==> src/rtl/color_pkg.sv <==
// Shared definitions for the colour pipeline: filter-select encodings,
// channel indices, sampler FSM states and the colour codes used downstream.
package color_pkg;

  // {S2,S3} filter-select encodings for TCS3200-style sensors
  localparam logic [1:0] FILT_RED   = 2'b00;
  localparam logic [1:0] FILT_GREEN = 2'b11;
  localparam logic [1:0] FILT_BLUE  = 2'b01;
  localparam logic [1:0] FILT_CLEAR = 2'b10;

  // Saturation ceiling of the 8-bit pulse counters
  localparam logic [7:0] COUNT_MAX = 8'hFF;

  typedef enum logic [1:0] {
    CH_RED   = 2'd0,
    CH_GREEN = 2'd1,
    CH_BLUE  = 2'd2
  } channel_t;

  typedef enum logic [1:0] {
    ST_IDLE   = 2'd0,
    ST_SETTLE = 2'd1,
    ST_COUNT  = 2'd2,
    ST_DONE   = 2'd3
  } state_t;

  // Colour codes shared with color_translator
  typedef enum logic [2:0] {
    COL_WHITE  = 3'd0,
    COL_ORANGE = 3'd1,
    COL_GREEN  = 3'd2,
    COL_RED    = 3'd3,
    COL_BLUE   = 3'd4,
    COL_YELLOW = 3'd5
  } color_t;

  // Filter lines to drive while sampling a given channel
  function automatic logic [1:0] filter_for(input channel_t ch);
    logic [1:0] f;
    case (ch)
      CH_RED:   f = FILT_RED;
      CH_GREEN: f = FILT_GREEN;
      CH_BLUE:  f = FILT_BLUE;
      default:  f = FILT_CLEAR;
    endcase
    return f;
  endfunction

  // Increment that sticks at COUNT_MAX instead of wrapping
  function automatic logic [7:0] sat_inc(input logic [7:0] v, input logic inc);
    logic [7:0] r;
    if (inc && (v != COUNT_MAX)) begin
      r = v + 8'd1;
    end else begin
      r = v;
    end
    return r;
  endfunction

endpackage

==> src/rtl/pulse_counter.sv <==
// One sensor channel: 2-flop synchronizer, registered rising-edge detector
// and a saturating 8-bit counter. next_count is the value the counter takes
// at the coming edge, so a tick in the final gate cycle is not lost.
module pulse_counter
  import color_pkg::*;
(
  input  logic       clock,
  input  logic       reset_n,
  input  logic       sensor,
  input  logic       clear,
  input  logic       enable,
  output logic [7:0] next_count
);

  logic       sync_1;
  logic       sync_2;
  logic       prev;
  logic       tick;
  logic [7:0] count;

  // Synchronize the asynchronous pin and register a one-cycle rising-edge tick
  always_ff @(posedge clock) begin
    if (!reset_n) begin
      sync_1 <= 1'b0;
      sync_2 <= 1'b0;
      prev   <= 1'b0;
      tick   <= 1'b0;
    end else begin
      sync_1 <= sensor;
      sync_2 <= sync_1;
      prev   <= sync_2;
      tick   <= sync_2 & ~prev;
    end
  end

  // Counter update: clear wins, ticks only count while enabled
  always_comb begin
    if (clear) begin
      next_count = 8'd0;
    end else if (enable) begin
      next_count = sat_inc(count, tick);
    end else begin
      next_count = count;
    end
  end

  // Pulse counter register
  always_ff @(posedge clock) begin
    if (!reset_n) begin
      count <= 8'd0;
    end else begin
      count <= next_count;
    end
  end

endmodule

==> src/rtl/color_sensor_sampler.sv <==
// Steps both colour sensors through red, green and blue, counts sensor
// pulses over a fixed gate per channel and commits all six counts at once.
module color_sensor_sampler
  import color_pkg::*;
#(
  parameter int SETTLE_CYCLES = 1000,
  parameter int GATE_CYCLES   = 100000
) (
  input  logic       clock,
  input  logic       reset_n,
  input  logic       start,
  input  logic       sensor_edge,
  input  logic       sensor_corner,
  output logic [1:0] filter_sel,
  output logic [7:0] r_edge,
  output logic [7:0] g_edge,
  output logic [7:0] b_edge,
  output logic [7:0] r_corner,
  output logic [7:0] g_corner,
  output logic [7:0] b_corner,
  output logic       busy,
  output logic       valid
);

  localparam int MAX_CYCLES = (SETTLE_CYCLES > GATE_CYCLES) ? SETTLE_CYCLES : GATE_CYCLES;
  localparam int TW         = (MAX_CYCLES > 1) ? $clog2(MAX_CYCLES) : 1;
  localparam logic [TW-1:0] SETTLE_LAST = TW'(SETTLE_CYCLES - 1);
  localparam logic [TW-1:0] GATE_LAST   = TW'(GATE_CYCLES - 1);

  state_t        state;
  state_t        state_next;
  channel_t      channel;
  channel_t      channel_next;
  logic [TW-1:0] timer;
  logic [TW-1:0] timer_next;
  logic          settle_last;
  logic          gate_last;

  logic          cnt_clear;
  logic          cnt_enable;
  logic          shadow_load;
  logic          commit_load;
  logic [1:0]    filter_next;
  logic          busy_next;
  logic          valid_next;

  logic [7:0]    edge_next_count;
  logic [7:0]    corner_next_count;
  logic [7:0]    sh_r_edge;
  logic [7:0]    sh_g_edge;
  logic [7:0]    sh_r_corner;
  logic [7:0]    sh_g_corner;

  assign settle_last = (timer == SETTLE_LAST);
  assign gate_last   = (timer == GATE_LAST);

  pulse_counter u_edge (
    .clock      (clock),
    .reset_n    (reset_n),
    .sensor     (sensor_edge),
    .clear      (cnt_clear),
    .enable     (cnt_enable),
    .next_count (edge_next_count)
  );

  pulse_counter u_corner (
    .clock      (clock),
    .reset_n    (reset_n),
    .sensor     (sensor_corner),
    .clear      (cnt_clear),
    .enable     (cnt_enable),
    .next_count (corner_next_count)
  );

  // State, channel and phase timer registers
  always_ff @(posedge clock) begin
    if (!reset_n) begin
      state   <= ST_IDLE;
      channel <= CH_RED;
      timer   <= '0;
    end else begin
      state   <= state_next;
      channel <= channel_next;
      timer   <= timer_next;
    end
  end

  // Next-state, next-channel and phase timer logic
  always_comb begin
    state_next   = state;
    channel_next = channel;
    case (state)
      ST_IDLE: begin
        if (start) begin
          state_next   = ST_SETTLE;
          channel_next = CH_RED;
        end else begin
          state_next = ST_IDLE;
        end
      end
      ST_SETTLE: begin
        if (settle_last) begin
          state_next = ST_COUNT;
        end else begin
          state_next = ST_SETTLE;
        end
      end
      ST_COUNT: begin
        if (gate_last) begin
          case (channel)
            CH_RED: begin
              channel_next = CH_GREEN;
              state_next   = ST_SETTLE;
            end
            CH_GREEN: begin
              channel_next = CH_BLUE;
              state_next   = ST_SETTLE;
            end
            CH_BLUE: begin
              state_next = ST_DONE;
            end
            default: begin
              state_next = ST_IDLE;
            end
          endcase
        end else begin
          state_next = ST_COUNT;
        end
      end
      ST_DONE: begin
        state_next = ST_IDLE;
      end
      default: begin
        state_next = ST_IDLE;
      end
    endcase

    // Every state entry starts its timer from zero
    if (state_next != state) begin
      timer_next = '0;
    end else if ((state == ST_SETTLE) || (state == ST_COUNT)) begin
      timer_next = timer + TW'(1);
    end else begin
      timer_next = '0;
    end
  end

  // Datapath controls from the current state; registered outputs from the next state
  always_comb begin
    cnt_clear   = (state == ST_SETTLE);
    cnt_enable  = (state == ST_COUNT);
    shadow_load = (state == ST_COUNT) && gate_last;
    commit_load = (state_next == ST_DONE);
    busy_next   = (state_next != ST_IDLE);
    valid_next  = (state_next == ST_DONE);
    if ((state_next == ST_SETTLE) || (state_next == ST_COUNT)) begin
      filter_next = filter_for(channel_next);
    end else begin
      filter_next = FILT_CLEAR;
    end
  end

  // Registered status and filter-select outputs
  always_ff @(posedge clock) begin
    if (!reset_n) begin
      filter_sel <= FILT_CLEAR;
      busy       <= 1'b0;
      valid      <= 1'b0;
    end else begin
      filter_sel <= filter_next;
      busy       <= busy_next;
      valid      <= valid_next;
    end
  end

  // Capture red and green counts at the end of their gates; blue goes
  // straight to the outputs because it commits on that same edge
  always_ff @(posedge clock) begin
    if (!reset_n) begin
      sh_r_edge   <= 8'd0;
      sh_g_edge   <= 8'd0;
      sh_r_corner <= 8'd0;
      sh_g_corner <= 8'd0;
    end else if (shadow_load) begin
      case (channel)
        CH_RED: begin
          sh_r_edge   <= edge_next_count;
          sh_r_corner <= corner_next_count;
        end
        CH_GREEN: begin
          sh_g_edge   <= edge_next_count;
          sh_g_corner <= corner_next_count;
        end
        default: begin
          sh_r_edge <= sh_r_edge;
        end
      endcase
    end
  end

  // Atomic commit of all six counts, visible in the DONE cycle
  always_ff @(posedge clock) begin
    if (!reset_n) begin
      r_edge   <= 8'd0;
      g_edge   <= 8'd0;
      b_edge   <= 8'd0;
      r_corner <= 8'd0;
      g_corner <= 8'd0;
      b_corner <= 8'd0;
    end else if (commit_load) begin
      r_edge   <= sh_r_edge;
      g_edge   <= sh_g_edge;
      b_edge   <= edge_next_count;
      r_corner <= sh_r_corner;
      g_corner <= sh_g_corner;
      b_corner <= corner_next_count;
    end
  end

endmodule

==> config.mk <==
export PLATFORM = sky130hd
export DESIGN_NAME = color_sensor_sampler
export DESIGN_NICKNAME = d
export VERILOG_FILES = /design/src/rtl/color_pkg.sv /design/src/rtl/pulse_counter.sv /design/src/rtl/color_sensor_sampler.sv
export SDC_FILE = /design/constraint.sdc
export NUM_CORES = 1
export LEC_CHECK = 0
export CORE_ASPECT_RATIO = 1.4
export CORE_MARGIN = 4
export CORE_UTILIZATION = 56
export CTS_CLUSTER_DIAMETER = 40
export DETAILED_ROUTE_END_ITERATION = 10
export PLACE_DENSITY = 0.76
export SLEW_MARGIN = 20
export SYNTH_ARGS = -nofsm -noshare
export SYNTH_HDL_FRONTEND = slang
export SYNTH_SLANG_ARGS = --single-unit
==> constraint.sdc <==
create_clock -name clock -period 4.14 [get_ports clock]
set_input_delay 0.414 -clock clock [delete_from_list [all_inputs] [get_ports clock]]
set_output_delay 0.414 -clock clock [all_outputs]
set_load 0.1 [all_outputs]
==> results of run 1 <==
## synth_stat cells (2+ instances only)
master     instances
and2_1            29
o22ai_1            6
and3_1             5
xnor2_1           11
buf_2              3
o21ai_0           12
o21bai_1           2
o2bb2ai_1          7
dfxtp_1          129
inv_1             17
nand4b_1           2
a21oi_1            6
nor4b_1            2
buf_1              2
nor2b_1           48
nand3b_1           2
a31o_2             3
nand4_1           10
or4_4              2
buf_6              2
and4_1             6
ha_1              13
a22o_1            20
nor2_1            20
nor4_1            20
o21a_1             2
clkbuf_1          19
nand2b_1           2
nand2_1           26
mux2i_1           43
xor2_1            11
a21boi_0           2
nand3_1           13
a31oi_1            4
nor3_1            10
## cell type report
| cell class | instances | area (µm²) | share of cell area (%) |
|---|---|---|---|
| sequential | 129 | 2580 | 40.2 |
| multi-input combinational | 354 | 2520 | 39.2 |
| timing repair buffer | 59 | 578 | 9.00 |
| clock buffer | 26 | 489 | 7.62 |
| tap | 107 | 134 | 2.08 |
| inverter | 17 | 63.8 | 0.994 |
| clock inverter | 6 | 55.1 | 0.857 |
## sequential cells by signal (all words and copies together) (netlist names), 8 cells and up
| signal | flops |
|---|---|
| b_edge | 8 |
| timer | 17 |
| r_edge | 8 |
| sh_g_edge | 8 |
| b_corner | 8 |
| sh_r_edge | 8 |
| u_corner.count | 8 |
| r_corner | 8 |
| g_corner | 8 |
| g_edge | 8 |
| sh_g_corner | 8 |
| u_edge.count | 8 |
| sh_r_corner | 8 |
## cell usage in the layout, fill, tap and decap left out, drive strengths merged, types with 2 or more instances in the layout
cell type	instances
dfxtp	129
clkdlybuf4s50	55
nor2b	48
mux2i	43
and2	29
nand2	26
clkbuf	26
nor4	20
a22o	20
nor2	20
inv	17
nand3	13
o21ai	13
ha	13
xnor2	11
xor2	11
nand4	10
nor3	10
o2bb2ai	7
and4	6
a21oi	6
o22ai	6
and3	5
clkinv	5
a31oi	4
buf	4
a31o	3
or4	3
nor4b	2
nand4b	2
o21bai	2
nand2b	2
nand3b	2
o21a	2
a21boi	2
a211oi	2
## metal layers
| layer | up-vias | part of all wire, % |
|---|---|---|
| met4 | 0 | 2.4 |
| met5 | - | 0 |
| met1 | 1960 | 42 |
| met3 | 26 | 4.0 |
| met2 | 102 | 52 |
| li1 | 1974 | - |
## how the worst max path moves through the flow
stage	startpoint	end	slack, ns	depth (start not counted)
2_1_floorplan	timer[14]	b_edge[5]	1.07	11
3_5_place_dp	timer[14]	r_corner[0]	0.84	8
4_1_cts	timer[14]	g_corner[3]	0.80	8
6_report	timer[14]	g_corner[3]	0.81	8
3_3_place_gp	timer[14]	b_corner[6]	0.92	8
5_1_grt	timer[14]	b_edge[3]	0.49	8
## through the flow
step	utilization [%]	cell area (µm²)	hold WS (ns)
2_1_floorplan	-	5280	0.367
3_3_place_gp	64.3	5870	0.373
3_5_place_dp	64.3	5870	0.381
4_1_cts	70.3	6420	0.388
5_1_grt	70.3	6420	0.400
6_report	70.3	6420	0.384
## logic make-up after synthesis
group / share of synthesized area [%]
AOI/OAI and AO/OA: 10.5
xor gates and xnor gates: 3.65
adders and majority gates: 3.08
buffers and inverters: 3.41
DFF: 48.9
muxes: 8.37
and+or+nand+nor: 22.0
## report_power, final
part | total (mW) | internal (mW) | switching [mW]
clock network | 1.36 | 0.867 | 0.491
registers | 1.25 | 1.25 | 0.00312
logic | 0.0831 | 0.0249 | 0.0583
total | 2.69 | 2.14 | 0.552
==> results.json, run 1 <==
{
  "status": "finished, final reports clean",
  "synthToLayoutAreaGrowth_pct": 21.7,
  "min_delay_worst_endpoint": "u_edge.tick",
  "grt.total_usage_pct": 21.2,
  "maxSlewHeadroom_pct": 34.6,
  "top_level_ports": 57,
  "clk_latency_ns": 0.41,
  "drc_errors": 0,
  "hold_path_depth": 1,
  "cp_data_required_time_ns": 4.44,
  "wl_per_cell_um": 16.3,
  "critical_path_buf_inv_count": 1,
  "fmax_mhz": 300,
  "cp.arrival_ns": 3.63,
  "dp_slack_ns": 0.838,
  "grt_pass1_vias": 3921,
  "finalClockSkew_ns": 0.00701,
  "drt-pass1-iter-count": 5,
  "syn_inst": 526,
  "cts_buffer_depth": 2,
  "synth_edf_count": 0,
  "r2r-start": "timer[14]",
  "num-nets-final": 596,
  "wl_mm": 11.4,
  "cts.clk_slew.worst_paths_ns": 0.06,
  "grtUsageMet3_pct": 4.66,
  "cts.sinks": 129,
  "ir_drop_v": 0.000318,
  "worst-setup-path-type": "reg -> reg",
  "dieArea_um2": 11100,
  "cts_buffers": 17,
  "core_um2": 9130,
  "final_hold_viol_count": 0,
  "path_max_fanout": 27,
  "grt_pass1_wl_mm": 18.6,
  "gr-usage-met1_pct": 23.1,
  "drt_iter0_drc": 264,
  "yosys.area.top_type": "dfxtp_1",
  "drv_cap": 0,
  "synth_flop_cell": "dfxtp_1",
  "async_reset_ff_share_pct": 0,
  "die_w_um": 90.0,
  "synthesis.nets": 544,
  "power.leakage_nw": 2.19,
  "finalCriticalPeriod_ns": 3.33,
  "ff2ff_path_depth": 8,
  "worstPathCellList": "or4_4 -> nor4_1 -> a21oi_1 -> a21oi_1 -> ha_2 -> buf_4 -> mux2i_1 -> nor2b_1",
  "synth.distinct_cells": 50,
  "antenna_left": 0,
  "vias": 4062,
  "antenna_found_initial": 0,
  "report.final.setup_viol": 0,
  "layout.cells.non_filler": 698,
  "met2_usage_pct": 39.1,
  "start_util_pct": 57.8,
  "fin_crit_sh_pct": 80.5,
  "port_buffers": 56,
  "place_inst": 666,
  "synth_seq_cells": 129,
  "worstHoldStart": "u_edge.prev",
  "root_buffer": "clkbuf_16",
  "critPathMaxStageDelay_ns": 0.74,
  "fillCellCount": 703,
  "htree_num_levels": 4,
  "drive_gt1_share_pct": 6.60,
  "cpLargestDelayFamily": "simple AND/OR/NAND/NOR gates",
  "maxSlewViolCount": 0,
  "finalWeightedCongestion": 0.881,
  "power_density_nw_per_um2": 419,
  "regToRegSetupSlack_ns": 0.81,
  "seq_area_frac_synth_pct": 48.9,
  "vias_per_cell": 5.82,
  "startpoint_type": "flop",
  "min-delay-path-class": "reg -> reg",
  "worstMarginPinSlew_ns": 0.978,
  "worstSetupEndpointType": "flop",
  "diodes": 0,
  "synth_top_area_share_pct": 48.9,
  "ys_warn_count": 0,
  "dp_hpwl_mm": 7.87,
  "final.setup.worst_slack_ns": 0.806,
  "crit_slowest_cell": "ha_2",
  "rows": 41,
  "top_usage_layer": "met2",
  "postCtsSetupBuffers": 0,
  "yosys-top-cells-area": "dfxtp_1, mux2i_1, nor2b_1",
  "crit_path_frequent_cell": "a21oi_1",
  "tns_ns": 0,
  "rsz0062_at_grt": "no",
  "overflow": 0,
  "holdBufCountCts": 0,
  "grt_max_degree": 49,
  "finalPower_mw": 2.69,
  "postSynthAreaPerCell_um2": 10.0,
  "tritoncts": "yes",
  "r2r_end": "g_corner[3]",
  "synth.cell_area_um2": 5280,
  "die_y_um": 123,
  "ctsResizeCount": 0
}
(Power assumes the default switching activity.)
==> inputs of run 2 (changes only) <==
- clock period: 4.14 -> 3.33 ns (I/O delays scaled with it)
==> run 2 against run 1 <==
Against the previous run: count of clock-buffer cells in the layout is 5 lower; combinational power is 28% higher; utilization is 1.4 points higher; register-to-register slack worse by 0.58 ns; sequential share of layout area fell by 0.77 points; setup slack got worse by 0.58 ns; final cell count rose by 0.86%; flip-flop and latch count stayed put; critical path type unchanged.
==> results.json, run 2 (synthesis gave the netlist of run 1 again) <==
{
  "layout_commonest_cell": "dfxtp_1",
  "dp_hpwl_mm": 7.84,
  "rsz0062_at_grt": "no",
  "layout_common_cells": "dfxtp_1, clkdlybuf4s50_1, nor2b_1",
  "tritoncts": "yes",
  "startpoint_type": "flop",
  "start_util_pct": 57.8,
  "worst-setup-path-type": "reg -> reg",
  "postCtsSetupBuffers": 0,
  "antenna_found_initial": 0,
  "finalWeightedCongestion": 0.842,
  "cp.arrival_ns": 3.40,
  "grt_pass1_vias": 3993,
  "worstSetupEndpointType": "flop",
  "maxSlewHeadroom_pct": 33.2,
  "ctsResizeCount": 0,
  "place_inst": 672,
  "power.leakage_nw": 2.26,
  "maxSlewViolCount": 0,
  "report.final.setup_viol": 0,
  "grtUsageMet3_pct": 4.90,
  "final_hold_viol_count": 0,
  "min-delay-path-class": "reg -> reg",
  "tns_ns": 0,
  "finalPower_mw": 3.57,
  "fin_crit_sh_pct": 93.2,
  "cts_buffers": 17,
  "power_density_nw_per_um2": 545,
  "worstMarginPinSlew_ns": 0.999,
  "clk_latency_ns": 0.41,
  "cp_data_required_time_ns": 3.63,
  "num-nets-final": 602,
  "rows": 41,
  "met2_usage_pct": 39.0,
  "wl_per_cell_um": 16.4,
  "port_buffers": 56,
  "cts.sinks": 129,
  "largest-register": "timer",
  "grt_max_degree": 32,
  "drive_gt1_share_pct": 8.04,
  "synthToLayoutAreaGrowth_pct": 24.1,
  "htree_num_levels": 4,
  "die_y_um": 123,
  "grt_pass1_wl_mm": 19.3,
  "holdBufCountCts": 0,
  "finalClockSkew_ns": 0.00897,
  "layout.cells.non_filler": 704,
  "vias": 4049,
  "diodes": 0,
  "fmax_mhz": 322,
  "cts_buffer_depth": 2,
  "drv_cap": 0,
  "top_level_ports": 57,
  "dieArea_um2": 11100,
  "die_w_um": 90.0,
  "drc_errors": 0,
  "largest_register_ffs": 17,
  "core_um2": 9130,
  "grt.total_usage_pct": 21.7,
  "drt-pass1-iter-count": 5,
  "ir_drop_v": 0.000354,
  "vias_per_cell": 5.75,
  "overflow": 0,
  "root_buffer": "clkbuf_16",
  "antenna_left": 0,
  "status": "finished, final reports clean",
  "finalCriticalPeriod_ns": 3.10,
  "drt_iter0_drc": 184,
  "wl_mm": 11.6,
  "cts.clk_slew.worst_paths_ns": 0.06,
  "top_usage_layer": "met2",
  "path_max_fanout": 20,
  "fillCellCount": 680,
  "gr-usage-met1_pct": 24.8,
  "hold_slack_ns": 0.398
}
-- run 2: changes by cell type in the layout (fill, tap and decap cells not counted) --
cell / before / now
clkbuf_1: 6 / 3
buf_12: 0 / 1
clkinvlp_4: 0 / 1
clkbuf_8: 3 / 1
buf_4: 3 / 8
bufinv_16: 1 / 4
clkinv_4: 0 / 1
-- run 2: final timing paths --
path | from | endpoint | slack, ns | cells after the start
worst max-delay path | timer[14] | b_corner[1] | 0.23 | 8
worst min-delay path | u_edge.prev | u_edge.tick | 0.40 | 1
worst max register to register | timer[14] | b_corner[1] | 0.23 | 8
worst min register to register | u_edge.prev | u_edge.tick | 0.40 | 1
-- run 2: metal layers --
layer / vias to the layer above / share of wire (%)
li1: 2000 / -
met1: 1951 / 44
met2: 84 / 51
met3: 14 / 3.1
met4: 0 / 1.8
met5: - / 0
-- run 2: report_power, final --
part / switching (mW) / internal, mW / total [mW]
sequential: 0.00400 / 1.55 / 1.56
clock: 0.638 / 1.27 / 1.90
combinational: 0.0734 / 0.0326 / 0.106
total: 0.715 / 2.85 / 3.57
-- run 2: worst max-delay path, cell delays in order (launching register included) --
cell and delay (ns):
dfxtp_1 0.33, or4_4 0.56, or4_4 0.62, o21ai_1 0.28
o21ai_0 0.21, ha_2 0.44, nand2_1 0.26, o22ai_1 0.11
and2_1 0.18
-- run 2: cell type report --
| cell class | count | area [µm²] | share of cell area (%) |
|---|---|---|---|
| Inverter | 17 | 63.8 | 0.975 |
| Sequential cell | 129 | 2580 | 39.4 |
| Tap cell | 107 | 134 | 2.05 |
| Clock buffer | 21 | 450 | 6.88 |
| Clock inverter | 11 | 161 | 2.47 |
| Multi-Input combinational cell | 354 | 2520 | 38.5 |
| Timing Repair Buffer | 65 | 636 | 9.71 |
-- run 2: metrics by stage --
step	area, µm²	setup slack, ns	utilization, %
finish	6550	0.227	71.7
global route	6550	0.0184	71.7
CTS	6540	0.231	71.7
detailed placement	5930	0.264	65.0
global placement	5930	0.379	65.0
floorplan	5280	0.257	-
==> inputs of run 3 (changes only) <==
- CORE_UTILIZATION: 56 -> 45
- PLACE_DENSITY: 0.76 -> 0.63
==> run 3 against run 2 <==
Against the previous run: power shrank 4.5%; routed wire length grew 0.80%; global-route usage shrank 4.2 points; sequential share of layout area grew 0.28 points; flip-flop and latch count is the same; design area shrank 0.71%; critical path depth is the same; worst hold slack lost 0.015 ns; die area grew 22%; register-to-register slack gained 0.14 ns; via count shrank 2.9%; count of clock-buffer cells in the layout grew 3; critical endpoint is now b_corner[2]; largest cell class unchanged.
==> results.json, run 3 (synthesis gave the netlist of run 1 again) <==
{
  "grt.total_usage_pct": 17.5,
  "crit_path_frequent_cell": "a21oi_1",
  "final_hold_viol_count": 0,
  "cts_buffer_depth": 2,
  "r2r-start": "timer[14]",
  "maxSlewViolCount": 0,
  "grt_pass1_vias": 3799,
  "drc_errors": 0,
  "fmax_mhz": 337,
  "largest_register_ffs": 17,
  "final.setup.worst_slack_ns": 0.363,
  "die_y_um": 136,
  "hold_path_depth": 1,
  "layout_common_cells": "dfxtp_1, clkdlybuf4s50_1, nor2b_1",
  "maxSlewHeadroom_pct": 33.9,
  "rows": 46,
  "antenna_found_initial": 0,
  "power_density_nw_per_um2": 524,
  "worst-setup-path-type": "reg -> reg",
  "worstMarginPinSlew_ns": 0.988,
  "grt_max_degree": 40,
  "crit_slowest_cell": "or4_4",
  "largest-register": "timer",
  "tns_ns": 0,
  "worstPathCellList": "or4_4 -> nor4_1 -> a21oi_1 -> a21oi_1 -> ha_2 -> buf_4 -> mux2i_1 -> nor2b_1",
  "ctsResizeCount": 0,
  "dp_slack_ns": 0.372,
  "htree_num_levels": 4,
  "drt_iter0_drc": 209,
  "place_inst": 706,
  "status": "finished, final reports clean",
  "cts_buffers": 17,
  "holdBufCountCts": 0,
  "vias": 3931,
  "regToRegSetupSlack_ns": 0.36,
  "grt_pass1_wl_mm": 18.9,
  "drv_cap": 0,
  "core_um2": 11400,
  "wl_mm": 11.7,
  "worstHoldStart": "u_edge.prev",
  "synthToLayoutAreaGrowth_pct": 23.2,
  "num-nets-final": 599,
  "root_buffer": "clkbuf_16",
  "postCtsSetupBuffers": 0,
  "clk_latency_ns": 0.40,
  "die_w_um": 99.5,
  "r2r_end": "b_corner[2]",
  "drt-pass1-iter-count": 4,
  "drive_gt1_share_pct": 6.93,
  "worstSetupEndpointType": "flop",
  "ir_drop_v": 0.000412,
  "min-delay-path-class": "reg -> reg",
  "antenna_left": 0,
  "power.leakage_nw": 2.21,
  "fin_crit_sh_pct": 89.1,
  "dieArea_um2": 13500,
  "wl_per_cell_um": 15.8,
  "start_util_pct": 46.3,
  "vias_per_cell": 5.34,
  "finish.utilization_pct": 57.0,
  "dp_hpwl_mm": 8.25,
  "top_level_ports": 57,
  "cp_data_required_time_ns": 3.62,
  "report.final.setup_viol": 0,
  "critPathMaxStageDelay_ns": 0.56,
  "cts.clk_slew.worst_paths_ns": 0.05,
  "cp.arrival_ns": 3.26,
  "finalCriticalPeriod_ns": 2.97,
  "rsz0062_at_grt": "no",
  "finalClockSkew_ns": 0.0119,
  "overflow": 0,
  "tritoncts": "yes",
  "min_delay_worst_endpoint": "u_edge.tick",
  "finalWeightedCongestion": 0.820,
  "path_max_fanout": 21,
  "layout.cells.non_filler": 736,
  "layout_commonest_cell": "dfxtp_1",
  "port_buffers": 56,
  "diodes": 0,
  "ff2ff_path_depth": 8,
  "finalPower_mw": 3.41,
  "cts.sinks": 129,
  "startpoint_type": "flop"
}
==> run 3: cell types whose count changed in the layout (fill, tap and decap cells not counted) <==
cell,previous run,this run
buf_12,1,0
buf_4,8,6
bufinv_16,4,2
clkbuf_1,3,5
clkbuf_8,1,2
clkinv_2,5,3
clkinv_4,1,0
==> run 3: power breakdown <==
| part | switching (mW) | internal [mW] |
|---|---|---|
| Combinational | 0.0730 | 0.0312 |
| Sequential | 0.00387 | 1.55 |
| Clock | 0.616 | 1.13 |
| Total | 0.693 | 2.71 |
==> run 3: worst max path at each step <==
stage	from	to	slack [ns]	cells past startpoint
after detailed placement	timer[14]	b_corner[7]	0.37	8
final	timer[14]	b_corner[2]	0.36	8
after floorplan	timer[14]	b_edge[5]	0.26	11
after global routing	timer[13]	g_corner[1]	0.16	8
after CTS	timer[14]	b_edge[3]	0.34	8
after global placement	timer[14]	b_corner[2]	0.51	8
==> run 3: cell type report <==
class,instances,area [µm²]
flip-flops and latches,129,2580
repair buffers,62,601
inverters,17,63.8
multi-input cells,354,2520
clock inverters,6,82.6
clock buffers,24,472
fillers,1001,4900
well taps,144,180
==> run 3: per-stage QoR <==
step	hold WS, ns	cell area [µm²]
2_1_floorplan	0.367	5280
3_3_place_gp	0.375	5940
3_5_place_dp	0.378	5940
4_1_cts	0.377	6500
5_1_grt	0.398	6500
6_report	0.383	6500
==> run 3: layer usage <==
layer	wire [µm]	track usage (%)	vias up	share of wire [%]
met4	88	5.92	0	0.76
met1	5300	21.3	1860	45
li1	-	-	1984	-
met3	395	3.95	6	3.4
met2	5870	30.3	81	50
met5	0	0	-	0
==> run 3: critical path, delay by kind of cell, from the launching register on <==
kind | cells | cell delay (ns)
AOI/OAI and AO/OA | 2 | 0.46
buffers and inverters | 1 | 0.36
and+or+nand+nor | 3 | 1.12
muxes | 1 | 0.24
adders and majority gates | 1 | 0.34
DFF | 1 | 0.33
